--- src/rtl/fp_align_shift.sv ---
// -----------------------------------------------------------------------------
// fp_align_shift
//
// Exponent alignment stage for a floating-point adder. It accepts an operand
// pair, picks the larger operand and right-shifts the smaller mantissa by the
// exponent difference. The bits shifted out are kept as guard, round and
// sticky for later rounding. The shift is iterative, one bit per cycle. When
// the difference is 0 or at least 27 the result is produced directly.
//
// Optional build macro:
//   FP_ALIGN_FAST_EN - shift two bits per cycle while two or more remain.
//                      This roughly halves the latency. The final mantissa
//                      and guard/round/sticky bits are the same as in the
//                      default 1-bit-per-cycle build.
//
// Ports:
//   clk           rising-edge clock
//   rst_n         asynchronous active-low reset
//   in_valid      operand pair valid (accepted only while idle)
//   in_ready      block is idle and can accept an operand pair
//   man_a/man_b   24-bit mantissas, hidden bit at [23]
//   exp_a/exp_b   8-bit biased exponents
//   out_valid     aligned result valid (held until out_ready)
//   out_ready     downstream accepts the result
//   man_big       mantissa of the larger operand, unshifted
//   man_small_al  smaller mantissa after the alignment shift
//   exp_out       larger (common) exponent
//   grs           {guard, round, sticky} shifted out of man_small_al
//   swap          1 when operand b was chosen as the larger operand
// -----------------------------------------------------------------------------
module fp_align_shift (
    input  logic        clk,
    input  logic        rst_n,
    input  logic        in_valid,
    output logic        in_ready,
    input  logic [23:0] man_a,
    input  logic [23:0] man_b,
    input  logic [7:0]  exp_a,
    input  logic [7:0]  exp_b,
    output logic        out_valid,
    input  logic        out_ready,
    output logic [23:0] man_big,
    output logic [23:0] man_small_al,
    output logic [7:0]  exp_out,
    output logic [2:0]  grs,
    output logic        swap
);

    typedef enum logic [1:0] {
        IDLE  = 2'd0,
        SHIFT = 2'd1,
        DONE  = 2'd2
    } state_t;

    // A difference of 27 or more leaves only sticky information: all 24
    // mantissa bits, plus guard and round, have been shifted out.
    localparam logic [7:0] CLAMP_DIFF = 8'd27;

    state_t      state_reg;
    logic [23:0] man_big_reg;
    logic [23:0] man_small_reg;
    logic [7:0]  exp_reg;
    logic [7:0]  count_reg;
    logic        guard_reg;
    logic        round_reg;
    logic        sticky_reg;
    logic        swap_reg;

    // Operand ordering, evaluated on the raw inputs for use at accept.
    logic        a_larger;
    logic [7:0]  exp_big_in;
    logic [7:0]  exp_small_in;
    logic [23:0] man_big_in;
    logic [23:0] man_small_in;
    logic [7:0]  diff_in;

    always_comb begin
        a_larger     = (exp_a > exp_b) || ((exp_a == exp_b) && (man_a >= man_b));
        exp_big_in   = a_larger ? exp_a : exp_b;
        exp_small_in = a_larger ? exp_b : exp_a;
        man_big_in   = a_larger ? man_a : man_b;
        man_small_in = a_larger ? man_b : man_a;
        // The larger exponent comes first, so this never wraps.
        diff_in      = exp_big_in - exp_small_in;
    end

    always_ff @(posedge clk or negedge rst_n) begin
        if (!rst_n) begin
            state_reg     <= IDLE;
            man_big_reg   <= '0;
            man_small_reg <= '0;
            exp_reg       <= '0;
            count_reg     <= '0;
            guard_reg     <= 1'b0;
            round_reg     <= 1'b0;
            sticky_reg    <= 1'b0;
            swap_reg      <= 1'b0;
        end else begin
            case (state_reg)
                IDLE: begin
                    if (in_valid) begin
                        man_big_reg <= man_big_in;
                        exp_reg     <= exp_big_in;
                        swap_reg    <= ~a_larger;
                        count_reg   <= diff_in;
                        guard_reg   <= 1'b0;
                        round_reg   <= 1'b0;
                        if (diff_in == 8'd0) begin
                            man_small_reg <= man_small_in;
                            sticky_reg    <= 1'b0;
                            state_reg     <= DONE;
                        end else if (diff_in >= CLAMP_DIFF) begin
                            man_small_reg <= '0;
                            sticky_reg    <= |man_small_in;
                            state_reg     <= DONE;
                        end else begin
                            man_small_reg <= man_small_in;
                            sticky_reg    <= 1'b0;
                            state_reg     <= SHIFT;
                        end
                    end
                end

                SHIFT: begin
`ifdef FP_ALIGN_FAST_EN
                    if (count_reg >= 8'd2) begin
                        // Two-bit step. Both bits shifted out become the new
                        // guard and round. The old guard and round both fall
                        // into sticky.
                        man_small_reg <= {2'b00, man_small_reg[23:2]};
                        guard_reg     <= man_small_reg[1];
                        round_reg     <= man_small_reg[0];
                        sticky_reg    <= sticky_reg | guard_reg | round_reg;
                        count_reg     <= count_reg - 8'd2;
                        if (count_reg == 8'd2) begin
                            state_reg <= DONE;
                        end
                    end else begin
                        man_small_reg <= {1'b0, man_small_reg[23:1]};
                        guard_reg     <= man_small_reg[0];
                        round_reg     <= guard_reg;
                        sticky_reg    <= sticky_reg | round_reg;
                        count_reg     <= count_reg - 8'd1;
                        state_reg     <= DONE;
                    end
`else
                    man_small_reg <= {1'b0, man_small_reg[23:1]};
                    guard_reg     <= man_small_reg[0];
                    round_reg     <= guard_reg;
                    sticky_reg    <= sticky_reg | round_reg;
                    count_reg     <= count_reg - 8'd1;
                    // This step consumes the last remaining shift.
                    if (count_reg == 8'd1) begin
                        state_reg <= DONE;
                    end
`endif
                end

                DONE: begin
                    if (out_ready) begin
                        state_reg <= IDLE;
                    end
                end

                default: begin
                    state_reg <= IDLE;
                end
            endcase
        end
    end

    assign in_ready     = (state_reg == IDLE);
    assign out_valid    = (state_reg == DONE);
    assign man_big      = man_big_reg;
    assign man_small_al = man_small_reg;
    assign exp_out      = exp_reg;
    assign grs          = {guard_reg, round_reg, sticky_reg};
    assign swap         = swap_reg;

endmodule
--- config.mk ---
export PLATFORM = sky130hd
export DESIGN_NAME = fp_align_shift
export DESIGN_NICKNAME = d
export VERILOG_FILES = /design/src/rtl/fp_align_shift.sv
export SDC_FILE = /design/constraint.sdc
export NUM_CORES = 1
export LEC_CHECK = 0
export CORE_MARGIN = 2
export CORE_UTILIZATION = 53
export CTS_CLUSTER_SIZE = 40
export DETAILED_ROUTE_END_ITERATION = 10
export MAX_ROUTING_LAYER = met4
export PLACE_DENSITY = 0.86
export SYNTH_ARGS = -nofsm -noshare
export SYNTH_HDL_FRONTEND = slang
export SYNTH_SLANG_ARGS = --single-unit
--- constraint.sdc ---
create_clock -name clk -period 4.8 [get_ports clk]
set_clock_uncertainty 0.1 [all_clocks]
set_input_delay 0.72 -clock clk [delete_from_list [all_inputs] [get_ports clk]]
set_output_delay 0.72 -clock clk [all_outputs]
set_load 0.01 [all_outputs]
==> flow_metrics.py <==
metrics = {
    "detailed_routing": {
        "wl_met1_mm": 5.714,
        "remaining_drc_errors": 0,
        "routed_wl_mm": 14.25,
        "viasPerCell": 6.013,
        "drt_iter0_markers": 299,
        "drtPass1Iterations": 5,
        "vias": 4684,
        "wl_met2_mm": 7.048,
        "met3_length_um": 991,
        "wl_per_cell_um": 18.29,
        "top_layer_used": "met4",
        "final_antenna_net_count": 0,
    },
    "finish": {
        "syn_to_final_growth_pct": 31.58,
        "final_cell_mix": "128 x clkdlybuf4s50_1, 70 x dfrtp_1, 52 x nand2_1, 47 x nor2_1, 46 x a21oi_1",
        "multiInputGateArea_mm2": 0.002860,
        "regArea_mm2": 0.001752,
        "diodes": 0,
        "fin_nets": 766,
        "drive_gt1_share_pct": 8.982,
        "fillers": 696,
        "layout_commonest_cell": "clkdlybuf4s50_1",
    },
    "min_path": {
        "whs_path_depth": 2,
        "hold_path.class": "reg -> reg",
        "min_from": "man_big[10]",
        "worstHoldEndpoint": "man_big[10]",
    },
    "power": {
        "power_density_mw_per_mm2": 431.6,
        "power_mw": 2.785,
        "p_leak_nw": 2.900,
        "ir_worst_vdd_mv": 0.2792,
    },
    "timing": {
        "period_share_pct": 92.36,
        "finalHoldViolations": 0,
        "fin_crit_ps": 4433,
        "rsz0062_at_grt": "false",
        "fmax_mhz": 225.6,
        "worst_pin_slew_ps": 1068,
        "finalSetupViolCount": 0,
        "worst_hold_slack_ps": 386.9,
        "slew_headroom_pct": 28.78,
        "drv_slew": 0,
        "setup_tns_ps": 0,
    },
    "clock_network": {
        "cts_buffers": 9,
        "root_buffer": "clkbuf_8",
        "htreeDepth": 3,
        "clkTransAtPathRegs_ps": 90,
        "holdBufCountCts": 0,
        "ctsResizeCount": 0,
        "clk_latency_ps": 360,
        "cts_sinks": 70,
        "tritoncts": "built",
        "postCtsSetupBuffers": 0,
        "cts_buffer_depth": 2,
    },
    "setup_path": {
        "timing.rr.end": "count_reg[5]",
        "r2r_setup_slack_ps": 2470,
        "critPathMaxStageDelay_ps": 490,
        "reg2reg_depth": 5,
        "cp_max_fo": 27,
        "r2r-start": "state_reg[1]",
        "endpoint_kind": "register",
        "required_ps": 4960,
        "crit_path_cell_trace": "clkdlybuf4s50_1 > inv_1 > ha_1 > and3_1 > nand4_1 > a221oi_2 > o211ai_4 > nand2_4 > a2bb2oi_2 > ha_1 > nand3_1 > o211ai_1 > nor3_1 > nand3b_1 > o211ai_1 > nand4_4 > buf_12 > o31ai_1",
        "cp.arrival_ps": 4590,
        "path_class": "in -> reg",
        "start_kind": "primary input",
        "cp_slowest_cell": "clkdlybuf4s50_1",
        "startpoint": "exp_b[6]",
    },
    "floorplan": {
        "die-area_mm2": 0.01004,
        "fp.dieH_um": 100.2,
        "coreArea_mm2": 0.009109,
        "row_count": 35,
        "start_util_pct": 53.85,
        "die_width_um": 100.2,
        "ios": 130,
    },
    "yosys": {
        "syn-instance-count": 548,
        "synth-main-ff-cell": "dfrtp_1",
        "yosysUniqueCellTypes": 60,
        "ys_warn_count": 0,
        "yosysSeqAreaShare_pct": 35.71,
        "async_reset_ff_share_pct": 100.0,
        "synth_nets": 651,
        "ys_seq_elements": 70,
        "synth_area_mm2": 0.004905,
        "synth_edf_count": 0,
        "syn_area_per_cell_um2": 8.950,
    },
    "global_route": {
        "grt_pass1_wl_mm": 22.27,
        "overflow": 0,
        "grt_use_total_pct": 28.94,
        "antenna_found_initial": 0,
        "grt_max_degree": 101,
        "grt_pass1_vias": 4570,
    },
    "run_status": {
        "status": "complete, no violations",
    },
    "run": {
        "drv_cap": 0,
    },
    "placement": {
        "dp_hpwl_mm": 10.48,
        "place.gp.congestion": 1.030,
        "port_buffers": 129,
    },
}
-- per-stage QoR --
| step | cells | worst slack, ps | utilization, % | area, µm² |
|---|---|---|---|---|
| CTS | 779 | 410.6 | 70.85 | 6454 |
| detailed placement | 763 | 47.30 | 68.82 | 6269 |
| floorplan | 548 | 1090 | - | 4905 |
| global placement | 763 | 294.2 | 68.82 | 6269 |
| finish | 779 | 366.6 | 70.85 | 6454 |
| global route | 779 | 22.09 | 70.85 | 6454 |
-- critical path: cells and delay by family --
kind / cells / cell delay (ps)
compound gates: 6 / 1180
fa+ha+maj: 2 / 640
buf+inv: 3 / 760
simple gates: 7 / 1270
-- how the worst max path moves through the flow --
stage	endpoint	depth (start not counted)
2_1_floorplan	man_small_al[13]	17
3_3_place_gp	state_reg[1]	17
3_5_place_dp	man_small_al[5]	18
4_1_cts	man_small_al[5]	18
5_1_grt	man_small_al[3]	18
6_report	man_small_al[5]	18
-- cell type report --
| cell class | instances | area share [%] |
|---|---|---|
| multi-input cells | 407 | 44.32 |
| flip-flops and latches | 70 | 27.14 |
| repair buffers | 138 | 21.36 |
| inverters | 37 | 2.152 |
| well taps | 111 | 2.152 |
| clock buffers | 9 | 1.919 |
| clock inverters | 7 | 0.9500 |
-- cells in the mapped netlist, types with 4 or more instances --
| library cell | n | area [µm²] |
|---|---|---|
| and3_1 | 4 | 25.02 |
| inv_1 | 37 | 138.9 |
| xnor2_1 | 5 | 43.79 |
| ha_1 | 35 | 437.9 |
| a21o_1 | 5 | 37.54 |
| clkbuf_1 | 18 | 67.56 |
| mux2i_1 | 34 | 340.3 |
| o31ai_1 | 6 | 45.04 |
| buf_2 | 8 | 40.04 |
| o211ai_1 | 5 | 37.54 |
| a21oi_1 | 46 | 230.2 |
| nor2b_1 | 10 | 62.56 |
| a22oi_1 | 23 | 172.7 |
| o31ai_2 | 18 | 225.2 |
| nand3_1 | 9 | 45.04 |
| nand4_1 | 6 | 37.54 |
| nor2_1 | 47 | 176.4 |
| dfrtp_1 | 70 | 1752 |
| nor4_1 | 7 | 43.79 |
| nand2_1 | 53 | 198.9 |
| o21ai_0 | 43 | 215.2 |
-- report_power, final --
part,switching (mW),internal (mW),total (mW)
clock network,0.273,0.197,0.470
logic,0.687,0.652,1.34
registers,0.162,0.814,0.976
-- per-layer routing --
| layer | GRT usage [%] | up-vias |
|---|---|---|
| li1 | - | 2217 |
| met1 | 34.25 | 2208 |
| met2 | 48.84 | 222 |
| met3 | 3.900 | 37 |
| met4 | 13.59 | 0 |
| met5 | - | - |
-- logic make-up (layout without fill, tap and decap cells) --
group | count (synthesis) | after routing | share of synthesized area (%)
mux | 38 | 38 | 7.857
simple gates | 153 | 153 | 15.23
flops | 70 | 70 | 35.71
compound gates | 175 | 175 | 25.03
xor+xnor | 6 | 6 | 1.071
fa+ha+maj | 35 | 35 | 8.929
buf+inv | 71 | 191 | 6.173
No activity file was read; power rests on OpenSTA's default activity.
